$ cat config.mk
export PLATFORM = sky130hd
export DESIGN_NAME = la_arb5rr
export DESIGN_NICKNAME = d
export VERILOG_FILES = /design/src/rtl/la_arb5rr.sv
export SDC_FILE = /design/constraint.sdc
export NUM_CORES = 1
export LEC_CHECK = 0
export BUFFER_PORTS_ARGS = -buffer_cell sky130_fd_sc_hd__buf_2
export CAP_MARGIN = 20
export CORE_MARGIN = 8
export CORE_UTILIZATION = 28
export CTS_CLUSTER_DIAMETER = 120
export CTS_CLUSTER_SIZE = 8
export DETAILED_ROUTE_END_ITERATION = 16
export HOLD_SLACK_MARGIN = 0.03
export PLACE_DENSITY = 0.43
export RECOVER_POWER = 50
export SLEW_MARGIN = 20
export SYNTH_ARGS = -nofsm -noshare
export SYNTH_HDL_FRONTEND = slang
export SYNTH_SLANG_ARGS = --single-unit
$ cat constraint.sdc
create_clock -name clk -period 4.4 [get_ports clk]
set_clock_uncertainty 0.15 [all_clocks]
set_input_delay 0.88 -clock clk [delete_from_list [all_inputs] [get_ports clk]]
set_output_delay 0.88 -clock clk [all_outputs]
set_load 0.02 [all_outputs]
$ cat src/rtl/la_arb5rr.sv
// Five-way round-robin arbiter with registered one-hot grant, bounded hold time
// and a one-cycle timeout pulse when a hold is cut short.
module la_arb5rr #(
  parameter     PROP    = "DEFAULT",
  parameter int TIMEOUT = 16
) (
  input  logic       clk,
  input  logic       nreset,
  input  logic [4:0] req,
  output logic [4:0] gnt,
  output logic       busy,
  output logic [2:0] owner,
  output logic       tout
);

  localparam logic [0:0] IDLE  = 1'b0;
  localparam logic [0:0] GRANT = 1'b1;

  localparam logic [7:0] CNT_LIMIT  = 8'(TIMEOUT - 1);
  localparam bit         TIMEOUT_EN = (TIMEOUT != 0);

  // PROP is an implementation tag only; this empty block just references it.
  if (PROP == "") begin : g_empty_prop
  end

  logic [0:0] state;
  logic [2:0] ptr;
  logic [7:0] cnt;
  logic [2:0] sel;
  logic       found;
  logic [3:0] scan;
  logic [2:0] next_ptr;
  logic       release_hit;
  logic       timeout_hit;

  // First requester at or after ptr in circular order.
  always_comb begin
    sel   = '0;
    found = 1'b0;
    scan  = '0;
    for (int unsigned k = 0; k < 5; k++) begin
      scan = {1'b0, ptr} + 4'(k);
      if (scan >= 4'd5) scan = scan - 4'd5;
      if (!found && req[scan[2:0]]) begin
        found = 1'b1;
        sel   = scan[2:0];
      end
    end
  end

  always_comb begin
    next_ptr    = (owner == 3'd4) ? '0 : owner + 3'd1;
    release_hit = !req[owner];
    timeout_hit = TIMEOUT_EN && (cnt == CNT_LIMIT);
  end

  always_ff @(posedge clk) begin
    if (!nreset) begin
      state <= IDLE;
      gnt   <= '0;
      busy  <= 1'b0;
      owner <= '0;
      tout  <= 1'b0;
      ptr   <= '0;
      cnt   <= '0;
    end else begin
      case (state)
        IDLE: begin
          tout <= 1'b0;
          cnt  <= '0;
          if (found) begin
            gnt   <= 5'b00001 << sel;
            busy  <= 1'b1;
            owner <= sel;
            state <= GRANT;
          end else begin
            gnt  <= '0;
            busy <= 1'b0;
          end
        end
        default: begin
          if (cnt != 8'hFF) cnt <= cnt + 8'd1;
          // Release is checked first so it takes precedence over a coincident timeout.
          if (release_hit || timeout_hit) begin
            gnt   <= '0;
            busy  <= 1'b0;
            ptr   <= next_ptr;
            tout  <= !release_hit;
            state <= IDLE;
          end else begin
            tout <= 1'b0;
          end
        end
      endcase
    end
  end

endmodule

==> metrics.cfg, run 1 <==
[run_status]
outcome=finished, final reports clean

[cells_and_area]
post-route-util=0.319
drive_gt1_frac=0.125
multiInputGateArea_sq_um=1520
syn_to_final_growth_pct=11.3
fill_cells=765
finalNetCount=285
regArea_sq_um=440
n_antenna_cell=0

[synthesis]
synth_top_family_by_area=compound AO/OA/AOI/OAI gates
synth_top_area_share=0.214
synthesis.instances=251
synth-seq-cells=22
synth-compound-area-share=0.277
synth_top_flop_cell=dfxtp_1
muxShareOfSynthArea=0.0936
synth_async_sr_flop_share=0
synth-simple-area-share=0.250
synth_fa_ha_area_frac=0.0766
synth_edf_count=0
synth_top_area_cell=dfxtp_1
yosysWarnings=0
avgSynthCellArea_sq_um=8.20
ys_top_cells_by_area=dfxtp_1, ha_1, nor2_1, nand2_1, mux2i_1
synth_area_sq_um=2060
yosysMostFrequentCell=nor2_1
netlist_top_cells_count=nor2_1, nand2_1, dfxtp_1
seq_area_frac_synth=0.214
syn_nets=270
synth-xor-area-share=0.0383
synth.distinct_cells=67

[power_and_ir_drop]
net-switching-power_mw=0.753
ir_worst_vdd_mv=0.199
seq_power_share=0.191
powerDensity_nw_per_um2=680
switching_share=0.484
p_leak_nw=0.903
pwr-share-clk=0.124
pwr-share-comb=0.685
p_int_mw=0.804

[sta]
relSlewSlack=0.568
worst_pin_slew_ps=640
fin_ws_ps=603
slew_viol_final=0
finalSetupViolations=0
fin_crit_ps=3800
grt_setup_unrepaired=false
fin_crit_sh=0.863
setup_tns_ps=0
whs_ps=319
hold_viol_final=0
timing.fmax_mhz=263

[floorplan]
die_area_sq_um=10400
die_w_um=102
rows=31
fp.coreArea_sq_um=7180
ioPinCount=17
die_h_um=102
start_util=0.287

[clock_tree]
cts_made_buffers=3
post_cts_resize_count=0
clockBufferDepth=2
clk_pin_slew_ps=90
cts_sinks=22
clockRootBuffer=clkbuf_8
h-tree-depth=1
clk_latency_ps=270
ctsHoldBuffers=0
post_cts_buffers=0
tritoncts=done

[critical_path]
reg2reg_to=owner[1]
rr_startpoint=ptr[1]
r2r_cells=10
critical_path.max_stage_delay_ps=640
cp.arrival_ps=3780
crit_path_end_kind=register
start_kind=register
crit_chain=inv_1 > ha_1 > ha_1 > a21oi_4 > mux2_1 > a22o_1 > o311ai_4 > nand2_1 > o41ai_1 > o22ai_1
r2r_slack_ps=600
crit_slowest_cell=o41ai_1
path_max_fanout=9
path_class=reg2reg
path_common_cell=ha_1
critPathRequiredTime_ps=4380

[global_route]
top_usage_layer=met2
grt_max_degree=17
antenna_found_initial=0
grt-ovfl-total=0
grtUsageTotal=0.115
gr-usage-met3=0.0213
grt_util_met1=0.145
grt_pass1_vias=1884
met2_usage=0.192
grt_pass1_wl_mm=9.43

[placed_design]
io_buffers=16
gp_congestion=0.798
dpl_worst_slack_ps=609
place_hpwl_mm=4.29

[flow_run]
cap_violations=0

[route]
vias=1934
drt-wirelength-per-cell_um=15.6
drtIter0Drc=109
drc=0
drt_wl_total_mm=5.68
ant_nets=0
viasPerCell=5.31
drt_pre_antenna_iters=4

[hold_path]
min_to=gnt[2]
hold_path_startpoint=gnt[2]
min_path_cells=2
hold_class=reg2reg

[state kept, by name (all words and copies together), names as in the netlist]
name / count
owner: 3
state: 1
ptr: 3
gnt: 5
busy: 1
tout: 1
cnt: 8
[final cells by class]
class	instances	area share
clock inverter	1	0.0131
tap	99	0.0541
multi-input combinational	208	0.661
timing repair buffer	20	0.0431
sequential	22	0.192
inverter	11	0.0180
clock buffer	3	0.0180
[worst max-delay path by stage]
stage | endpoint | slack (ps) | depth (start not counted) | start
detailed placement | owner[1] | 610 | 10 | ptr[1]
finish | owner[1] | 600 | 10 | ptr[1]
floorplan | gnt[0] | 1000 | 11 | ptr[0]
CTS | owner[1] | 580 | 10 | ptr[1]
global placement | owner[1] | 680 | 10 | ptr[1]
global route | gnt[2] | 300 | 10 | ptr[1]
[critical path, delay by kind of cell (launching register included)]
family	cells	cell delay, ps
DFF	1	520
muxes	1	350
adders and majority gates	2	660
and+or+nand+nor	1	120
AOI/OAI and AO/OA	5	1670
buffers and inverters	1	180
[cell families after synthesis]
| logic type | count (synthesis) |
|---|---|
| flops | 22 |
| compound gates | 72 |
| mux | 15 |
| xor+xnor | 9 |
| fa+ha+maj | 12 |
| simple gates | 100 |
| buf+inv | 21 |
[routing by layer]
metal | vias up | wire length, um
li1 | 967 | -
met1 | 915 | 2660
met2 | 42 | 2670
met3 | 10 | 262
met4 | 0 | 94
met5 | - | 0
[power by group through the flow]
| stage | clock network, mW | registers [mW] | logic, mW |
|---|---|---|---|
| 2_1_floorplan | 0 | 0.316 | 0.825 |
| 3_3_place_gp | 0 | 0.304 | 1.08 |
| 3_5_place_dp | 0 | 0.302 | 1.06 |
| 4_1_cts | 0.198 | 0.298 | 1.07 |
| 5_1_grt | 0.206 | 0.308 | 1.18 |
| 6_report | 0.193 | 0.297 | 1.07 |
[placed cells by master, fill, tap and decap left out, drive strengths merged, types with 4 or more instances in the layout]
cell type / instances
nor2: 29
a21oi: 12
a31oi: 4
nand3: 6
buf: 11
nand2b: 5
xnor2: 5
clkbuf: 12
a211oi: 4
xor2: 4
dfxtp: 22
o22ai: 4
nor2b: 5
mux2: 4
o21ai: 13
nand2: 25
and3: 7
mux2i: 8
ha: 11
inv: 11
[through the flow]
step	cell area [sq um]	instances	power, mW
final	2290	364	1.56
after global routing	2290	364	1.69
after CTS	2300	364	1.57
after detailed placement	2230	360	1.37
after global placement	2230	360	1.38
after floorplan	2060	251	1.14
Note: power is estimated with default switching activity, not from simulation.
==> run 2, diff against run 1 <==
==> constraint.sdc (replaced) <==
create_clock -name clk -period 4.4 [get_ports clk]
set_clock_uncertainty 0.15 [all_clocks]
set_input_delay 0.66 -clock clk [delete_from_list [all_inputs] [get_ports clk]]
set_output_delay 0.66 -clock clk [all_outputs]
set_load 0.02 [all_outputs]
==> metrics.cfg, run 2 (synthesized netlist as in run 1, its figures left out) <==
[placed_design]
dpl_worst_slack_ps=609  ; unchanged
io_buffers=16  ; unchanged
place_hpwl_mm=4.29  ; unchanged
gp_congestion=0.798  ; unchanged

[cells_and_area]
fill_cells=767  ; was 765
n_antenna_cell=0  ; unchanged
top_regs=cnt (8), gnt (5)  ; unchanged
final_common_cell=nor2_1  ; unchanged
syn_to_final_growth_pct=11.3  ; unchanged
largest_reg_flops=8  ; unchanged
finalNetCount=285  ; unchanged
drive_gt1_frac=0.125  ; unchanged
largest-register=cnt  ; unchanged
post-route-util=0.319  ; unchanged
layout_common_cells=nor2_1, nand2_1, dfxtp_1, o21ai_0  ; unchanged

[critical_path]
path_max_fanout=9  ; unchanged
path_class=reg2reg  ; unchanged
start_kind=register  ; unchanged
crit_path_end_kind=register  ; unchanged
critPathRequiredTime_ps=4380  ; about the same
cp.arrival_ps=3780  ; about the same

[floorplan]
die_w_um=102  ; unchanged
die_area_sq_um=10400  ; unchanged
die_h_um=102  ; unchanged
start_util=0.287  ; unchanged
rows=31  ; unchanged
ioPinCount=17  ; unchanged
fp.coreArea_sq_um=7180  ; unchanged

[sta]
whs_ps=319  ; about the same
grt_setup_unrepaired=false  ; unchanged
fin_ws_ps=603  ; unchanged
fin_crit_ps=3800  ; unchanged
worst_pin_slew_ps=640  ; unchanged
setup_tns_ps=0  ; unchanged
slew_viol_final=0  ; unchanged
fin_crit_sh=0.863  ; unchanged
relSlewSlack=0.568  ; unchanged
timing.fmax_mhz=263  ; unchanged
finalSetupViolations=0  ; unchanged
hold_viol_final=0  ; unchanged

[power_and_ir_drop]
ir_worst_vdd_mv=0.199  ; about the same
powerDensity_nw_per_um2=680  ; about the same
p_leak_nw=0.901  ; was 0.903 nW

[global_route]
grt_pass1_wl_mm=9.43  ; unchanged
grtUsageTotal=0.115  ; unchanged
antenna_found_initial=0  ; unchanged
grt_pass1_vias=1884  ; unchanged
grt-ovfl-total=0  ; unchanged
grt_max_degree=17  ; unchanged

[clock_tree]
clk_pin_slew_ps=90  ; about the same
h-tree-depth=1  ; unchanged
clockBufferDepth=2  ; unchanged
cts_sinks=22  ; unchanged
ctsHoldBuffers=0  ; unchanged
post_cts_resize_count=0  ; unchanged
tritoncts=done  ; unchanged
cts_made_buffers=3  ; unchanged
clockRootBuffer=clkbuf_8  ; unchanged
post_cts_buffers=0  ; unchanged
clk_latency_ps=270  ; about the same

[route]
wl_met2_mm=2.67  ; unchanged
drt-wirelength-per-cell_um=15.6  ; about the same
wl_met1_mm=2.65  ; was 2.66 mm
viasPerCell=5.31  ; unchanged
vias=1934  ; unchanged
wl_met3_um=262  ; unchanged
drt_wl_total_mm=5.68  ; about the same
drtIter0Drc=112  ; was 109
drc=0  ; unchanged
highest_layer=met4  ; unchanged
drt_pre_antenna_iters=4  ; unchanged
ant_nets=0  ; unchanged

[flow_run]
cap_violations=0  ; unchanged

[hold_path]
hold_class=reg2reg  ; unchanged

[run_status]
outcome=finished, final reports clean  ; unchanged

-- run 2: area by class of cell --
type	instances	area (sq um)	area share
inverters	11	41.3	0.0180
clock buffers	3	41.3	0.0180
multi-input cells	208	1520	0.661
flip-flops and latches	22	440	0.192
well taps	99	124	0.0541
clock inverters	1	30.0	0.0131
repair buffers	20	98.8	0.0431
-- run 2: layer usage --
layer / global-route usage / up-vias
met1: 0.145 / 915
met2: 0.192 / 42
met3: 0.0213 / 10
met5: 0 / -
met4: 0.0344 / 0
li1: - / 967
-- run 2: path summary, 6_finish.rpt --
path / start / endpoint / slack (ps) / cells past startpoint
max: ptr[1] / owner[1] / 600 / 10
min: gnt[2] / gnt[2] / 320 / 2
max reg2reg: ptr[1] / owner[1] / 600 / 10
min reg2reg: gnt[2] / gnt[2] / 320 / 2
-- run 2: critical path, cell delays in order, from the launching register on --
cell      delay [ps]
dfxtp_1          520
inv_1            180
ha_1             240
ha_1             420
a21oi_4          260
mux2_1           350
a22o_1           220
o311ai_4         380
nand2_1          120
o41ai_1          640
o22ai_1          170
-- run 2: report_power, final --
part | internal, mW | switching, mW
clock network | 0.122 | 0.0716
registers | 0.242 | 0.0557
logic | 0.441 | 0.626
-- run 2: through the flow --
stage | power (mW) | cells | instance area (sq um)
2_1_floorplan | 1.14 | 251 | 2060
3_5_place_dp | 1.37 | 360 | 2230
6_report | 1.56 | 364 | 2290
5_1_grt | 1.69 | 364 | 2290
4_1_cts | 1.57 | 364 | 2300
3_3_place_gp | 1.38 | 360 | 2230
